### config.mk
export PLATFORM = sky130hd
export DESIGN_NAME = sprw_wb_queue
export DESIGN_NICKNAME = d
export VERILOG_FILES = /design/src/rtl/sprw_wb_queue.sv
export SDC_FILE = /design/constraint.sdc
export NUM_CORES = 1
export LEC_CHECK = 0
export CAP_MARGIN = 15
export CORE_MARGIN = 4
export CORE_UTILIZATION = 53
export CTS_CLUSTER_DIAMETER = 60
export DETAILED_ROUTE_END_ITERATION = 10
export DONT_BUFFER_PORTS = 1
export PLACE_DENSITY_LB_ADDON = 0.08
export REMOVE_ABC_BUFFERS = 1
export SLEW_MARGIN = 15
export SYNTH_ARGS = -nofsm -noshare
export SYNTH_HDL_FRONTEND = slang
export SYNTH_SLANG_ARGS = --single-unit
### constraint.sdc
create_clock -name clk -period 2.3 [get_ports clk]
set_input_delay 0.115 -clock clk [delete_from_list [all_inputs] [get_ports clk]]
set_output_delay 0.115 -clock clk [all_outputs]
set_load 0.03 [all_outputs]
### src/rtl/sprw_wb_queue.sv
// Writeback queue for the SPARROW SIMD pipeline: a tag pipe tracks destination registers until the
// result appears on sprw_out, then a credit-gated FIFO presents it to the register-file arbiter.
module sprw_wb_queue #(
   parameter int DEPTH = 4,
   parameter int LAT   = 2
) (
   input  logic                     clk,
   input  logic                     rst,
   input  logic                     holdn,
   input  logic                     flush,
   input  logic                     issue_valid,
   input  logic [4:0]               issue_rd,
   output logic                     issue_ready,
   input  logic [31:0]              sprw_out,
   output logic                     wb_valid,
   output logic [4:0]               wb_rd,
   output logic [31:0]              wb_data,
   input  logic                     wb_ready,
   output logic [$clog2(DEPTH):0]   inflight,
   output logic                     overflow_err
);

   localparam int AW = $clog2(DEPTH);
   localparam int CW = AW + 1;

   logic [LAT-1:0] r_tag_v;
   logic [4:0]     r_tag_rd [LAT];
   logic [4:0]     r_mem_rd [DEPTH];
   logic [31:0]    r_mem_data [DEPTH];
   logic [AW-1:0]  r_wr_ptr;
   logic [AW-1:0]  r_rd_ptr;
   logic [CW-1:0]  r_count;
   logic           r_ovf;

   logic [CW-1:0]  w_tag_cnt;
   logic           w_accept;
   logic           w_illegal;
   logic           w_capture;
   logic           w_push;
   logic           w_push_ok;
   logic           w_pop;
   logic           w_full;

   always_comb begin
      w_tag_cnt = '0;
      for (int i = 0; i < LAT; i++) begin
         w_tag_cnt = w_tag_cnt + CW'(r_tag_v[i]);
      end
   end

   // Credit counts both tags still in the pipe and results waiting in the FIFO
   assign inflight     = w_tag_cnt + r_count;
   assign issue_ready  = (inflight < CW'(DEPTH));
   assign w_accept     = issue_valid & issue_ready & holdn & ~flush;
   assign w_illegal    = issue_valid & ~issue_ready & holdn;
   assign w_capture    = holdn & r_tag_v[LAT-1] & ~flush;
   assign w_push       = w_capture & (r_tag_rd[LAT-1] != 5'd0);
   assign w_full       = (r_count == CW'(DEPTH));
   assign wb_valid     = (r_count != '0);
   assign w_pop        = wb_valid & wb_ready;
   assign w_push_ok    = w_push & (~w_full | w_pop);
   assign wb_rd        = wb_valid ? r_mem_rd[r_rd_ptr]   : 5'd0;
   assign wb_data      = wb_valid ? r_mem_data[r_rd_ptr] : 32'd0;
   assign overflow_err = r_ovf;

   always_ff @(posedge clk or posedge rst) begin
      if (rst) begin
         r_tag_v <= '0;
      end else if (flush) begin
         r_tag_v <= '0;
      end else if (holdn) begin
         r_tag_v[0] <= w_accept;
         for (int i = 1; i < LAT; i++) begin
            r_tag_v[i] <= r_tag_v[i-1];
         end
      end
   end

   always_ff @(posedge clk) begin
      if (holdn) begin
         r_tag_rd[0] <= issue_rd;
         for (int i = 1; i < LAT; i++) begin
            r_tag_rd[i] <= r_tag_rd[i-1];
         end
      end
   end

   always_ff @(posedge clk) begin
      if (w_push_ok) begin
         r_mem_rd[r_wr_ptr]   <= r_tag_rd[LAT-1];
         r_mem_data[r_wr_ptr] <= sprw_out;
      end
   end

   always_ff @(posedge clk or posedge rst) begin
      if (rst) begin
         r_wr_ptr <= '0;
         r_rd_ptr <= '0;
         r_count  <= '0;
         r_ovf    <= 1'b0;
      end else begin
         if (w_push_ok) r_wr_ptr <= r_wr_ptr + AW'(1);
         if (w_pop)     r_rd_ptr <= r_rd_ptr + AW'(1);
         case ({w_push_ok, w_pop})
            2'b10:   r_count <= r_count + CW'(1);
            2'b01:   r_count <= r_count - CW'(1);
            default: r_count <= r_count;
         endcase
         // Sticky: an issue without credit, or a push that found no room
         if (w_illegal | (w_push & ~w_push_ok)) r_ovf <= 1'b1;
      end
   end

endmodule

* Word level (Yosys, flattened, before mapping)
Memory sizes are Yosys's and may differ from the RTL's.
Cells that the tools add are included.
** Storage, ports and cells
- Register bits :: 10
- Memories :: 3
- Word-level logic and storage cells :: 48
- Bits in writable memories :: 158
** Operators by class
- Bitwise operators :: 17
- Equality and inequality tests :: 3
- Mux-type cells :: 9
- Order comparisons :: 1
- Add/sub/neg operators :: 6
- Reduce and logical (&&, ||, !) cells :: 4
** Memories
- r_mem_data :: depth 4, bits a word 32, rd ports 1, clocked after Yosys merged registers in 0, write ports 1, line 29 : logic [31:0] r_mem_data [DEPTH];
- r_mem_rd :: depth 4, bits a word 5, rd ports 1, clocked after Yosys merged registers in 0, write ports 1, line 28 : logic [4:0] r_mem_rd [DEPTH];
- r_tag_rd :: depth 2, bits a word 5, rd ports 2, clocked after Yosys merged registers in 0, write ports 2, line 27 : logic [4:0] r_tag_rd [LAT];
** Operators by type and width (number)
- $mux 32 :: 1
- $and 1x1->1 :: 11
- $pmux 3 s2 :: 1
- $mux 5 :: 1
- $reduce_bool 5->1 :: 1
- $add 2x1->2 const B :: 2
- $mux 1 :: 4
- $mux 2 :: 2
- $not 1->1 :: 4
- $reduce_bool 2->1 :: 2
- $add 2x3->3 :: 1
- $add 3x1->3 const B :: 1
- $eq 3x3->1 const B :: 1
- $lt 3x3->1 const B :: 1
- $reduce_bool 3->1 :: 1
- $sub 3x1->3 const B :: 1
- $add 1x1->2 :: 1
- $eq 2x1->1 const B :: 1
- $eq 2x2->1 const B :: 1
- $or 1x1->1 :: 2

* Logic depth before layout (Yosys ltp)
- Depth in word-level cells :: 8
- Depth in mapped cells :: 8
- Depth with buffers taken out :: 8

* Least setup slack after synthesis
Ideal clock, no wire load.
- Kind :: register to register
- From :: register r_count[0]
- To :: register r_ovf (netlist: overflow_err)
- Arrival :: 2.276 ns
- Path buffers :: 0
- Clock period less this slack :: 2.400 ns
- Data required time :: 2.176 ns
- Library setup time :: 0.124 ns
- Setup slack :: -0.100 ns
- Cell stages (with the launch flop) :: 9
- Path through :: dfrtp_1 > inv_1 > fa_1 > inv_1 > ha_1 > xnor2_1 > inv_2 > and3_1 > a211o_1
** Between the ends
- Elaborated cells between the ends (all ways) :: 14
- Those cells by class :: add/sub: 1; order compare: 1; eq/ne: 1; bitwise: 10; reduce/logical: 1
** RTL lines
- from (decl) :: line 32 : logic [CW-1:0] r_count;
- from (signal assigned) :: line 105 : 2'b10: r_count <= r_count + CW'(1);
- from (signal assigned) :: line 106 : 2'b01: r_count <= r_count - CW'(1);
- from (signal assigned) :: line 107 : default: r_count <= r_count;
- $add 2x3->3 :: line 52 : assign inflight = w_tag_cnt + r_count;
- $lt 3x3->1 :: line 53 : assign issue_ready = (inflight < CW'(DEPTH));
- named net issue_ready :: line 13 : output logic issue_ready,
- $not 1->1 :: line 55 : assign w_illegal = issue_valid & ~issue_ready & holdn;
- $and 1x1->1 (2 in a row) :: line 55
- $or 1x1->1 :: line 110 : if (w_illegal | (w_push & ~w_push_ok)) r_ovf <= 1'b1;
- to (signal assigned) :: line 100 : r_ovf <= 1'b0;
- to (signal assigned) :: line 110
- to (decl) :: line 33 : logic r_ovf;
The timed path passes the listed nets, and every way through them passes these cells.
A chain may end at the register's enable or synchronous reset.

* Worst setup path in the final report
- From :: register r_count[0]
- To :: output inflight[2]
** Between the ends
- Cells in the longest elaborated chain, start to end :: 1
** RTL lines
- $add 2x3->3 :: line 52
- to (decl) :: line 19 : output logic [$clog2(DEPTH):0] inflight,
Every way passes these cells.

==> impl_metrics.ini <==
[outcome]
outcome = finished clean

[power_and_ir_drop]
leakage_nw = 2.65
switchingPower_mw = 3.02
power.density_mw_per_mm2 = 1190
peakVddDrop_v = 0.000813
combPwrFrac_pct = 30.7
p_clk_share_pct = 31.5
seqPwrFrac_pct = 37.8
sw_frac_of_total_pct = 32.0
p_int_mw = 6.42

[logic_synthesis]
ys_types = 32
synth_top_cell_by_area = edfxtp_1
ys_ff_latch = 168
synth_commonest_cells = 158 x edfxtp_1, 42 x and2_1, 37 x mux4_2, 10 x dfrtp_1, 9 x inv_1
seq_area_frac_synth_pct = 76.1
yosys-top-cells-area = edfxtp_1 72%, mux4_2 13%, and2_1 4.0%
synth.top_cell.area_share_pct = 72.3
synth_edf_count = 158
syn-cell-area_sq_mm = 0.00656
syn_avg_cell_area_sq_um = 21.5
synth_warnings = 0
synthCells = 305
synthArstFlopShare_pct = 5.95
synth_most_common_cell = edfxtp_1
synthFlopType = edfxtp_1

[flow_run]
cap_violations = 0

[cts]
path_clk_slew_ns = 0.06
cts_buffers = 17
root_buffer = clkbuf_16
htree_levels = 4
cts_tree = built
clock_sinks = 168
clock_path_buffers = 2
insertion_delay_ns = 0.41

[critical_path]
crit_path_start_kind = flop
end_kind = primary output
cp_max_fo = 6
reg2reg_slack_ns = 0.32
reg2reg_depth = 8
critPathRequiredTime_ns = 2.18
worstSetupPathType = reg -> out
worstPathArrival_ns = 2.01

[floorplanning]
ioPinCount = 86
die_y_um = 119
die_w_um = 119
initial_core_util_pct = 54.4
rows = 40
die_area_sq_mm = 0.0142
coreArea_sq_mm = 0.0121

[finish]
design_area_sq_mm = 0.00796
layout.nets = 419
final_util_pct = 66.0
drive_gt1_share_pct = 25.4
diodes = 0
instances_no_fill = 550
areaGrowthSynthToFinish_pct = 21.3

[sta]
rsz0062_at_grt = no
worst_pin_slew_ns = 0.541
finalWorstPathRequiredPeriod_ns = 2.12
whs_ns = 0.0568
slew_violations = 0
finalClockSkew_ns = 0.00502
period_share_pct = 92.2
fmax_mhz = 472
hold_viol_final = 0
setup_violations = 0
slew_headroom_pct = 63.8

[worst_hold_path]
hp-class = in -> reg
hold_depth = 2

[routing]
drt_pass1_iterations = 4
num_vias = 2945
detail-route-antenna-nets = 0
drc = 0
drtIter0Drc = 165
via_per_inst = 5.35
routedWlPerCell_um = 19.9
drt_wl_total_mm = 11.0

[grt]
grt_max_degree = 40
grtUsageMet2_pct = 27.7
gr-max-usage-layer = met2
grt_pass1_wl_mm = 17.5
grt_usage_pct = 16.8
grtUsageMet3_pct = 6.27
grt_use_met1_pct = 20.8
gr-total-overflow = 0
grt_pass1_vias = 3197
antenna_found_initial = 0

[placed_design]
numPortBuffers = 0
gp_congestion = 0.713
dp_hpwl_mm = 6.49
place_inst = 476
place_area_sq_mm = 0.00690
## layout by cell type, fill, tap and decap left out, types with 3 or more instances in the layout
master	netlist	layout
and2_2	0	4
inv_1	9	9
bufinv_16	0	3
ha_1	5	5
and2_1	42	38
clkbuf_16	0	17
buf_4	0	10
clkbuf_8	0	7
dlygate4sd3_1	0	42
buf_12	0	5
xnor2_1	6	6
edfxtp_1	158	158
mux4_2	37	37
nor2_1	3	3
dfrtp_1	10	8
## sequential cells by signal (all words and copies together) (netlist names)
register	flops
r_tag_v	2
r_rd_ptr	2
r_tag_rd	10
r_mem_data	128
r_wr_ptr	2
r_count	3
overflow_err	1
r_mem_rd	20
## layer usage
| layer | wire [um] | up-vias |
|---|---|---|
| li1 | - | 1337 |
| met1 | 4560 | 1535 |
| met2 | 5780 | 63 |
| met3 | 521 | 10 |
| met4 | 115 | 0 |
| met5 | 0 | - |
## logic make-up (layout without fill, tap and decap cells)
family	Yosys count	count (layout)	share of synthesized area, %
DFF	168	168	76.1
and+or+nand+nor	54	54	5.53
muxes	40	40	13.3
buffers and inverters	22	99	1.47
AOI/OAI and AO/OA	8	8	1.22
adders and majority gates	7	7	1.56
xor gates and xnor gates	6	6	0.801
## final cells by class
| cell class | instances | area (sq um) |
|---|---|---|
| clock buffers | 26 | 529 |
| clock inverters | 6 | 110 |
| fillers | 812 | 4100 |
| inverters | 10 | 37.5 |
| multi-input cells | 115 | 1480 |
| flip-flops and latches | 168 | 5000 |
| well taps | 168 | 210 |
| repair buffers | 57 | 596 |
## metrics by stage
step | power [mW] | TNS [ns] | worst slack, ns
after floorplan | 6.03 | -11.88 | -0.318
after CTS | 9.57 | 0 | 0.144
after global routing | 9.90 | 0 | 0.0196
final | 9.44 | 0 | 0.179
after detailed placement | 6.51 | 0 | 0.326
after global placement | 6.49 | 0 | 0.359
## path summary, 6_finish.rpt
kind | start | endpoint
min | wb_ready | overflow_err
min reg2reg | r_tag_rd[0][2] | r_tag_rd[0][7]
max | r_count[0] | inflight[2]
min in group asynchronous | rst | r_count[0]
max reg2reg | r_count[0] | overflow_err
max in group asynchronous | rst | r_rd_ptr[1]
## repair_timing
| action | 4_1_cts | 5_1_grt |
|---|---|---|
| hold endpoints to repair | 158 | 0 |
| endpoints found under the setup margin | 37 | 0 |
| setup buffers | 0 | 0 |
| gates resized for setup | 1 | 0 |
| hold buffers | 42 | 0 |
## power by group through the flow
stage / clock network, mW / logic (mW) / registers (mW)
2_1_floorplan: 0 / 2.20 / 3.83
5_1_grt: 3.18 / 3.13 / 3.58
4_1_cts: 3.03 / 2.97 / 3.57
6_report: 2.97 / 2.90 / 3.57
3_3_place_gp: 0 / 2.87 / 3.62
3_5_place_dp: 0 / 2.88 / 3.63
## critical path, cell delays in order (launching register included)
cell     delay, ns
dfrtp_1       0.55
inv_1         0.10
fa_1          0.36
inv_1         0.06
ha_1          0.15
xnor2_1       0.16
inv_2         0.05
buf_4         0.17
Power figures use the tool's default switching activity.
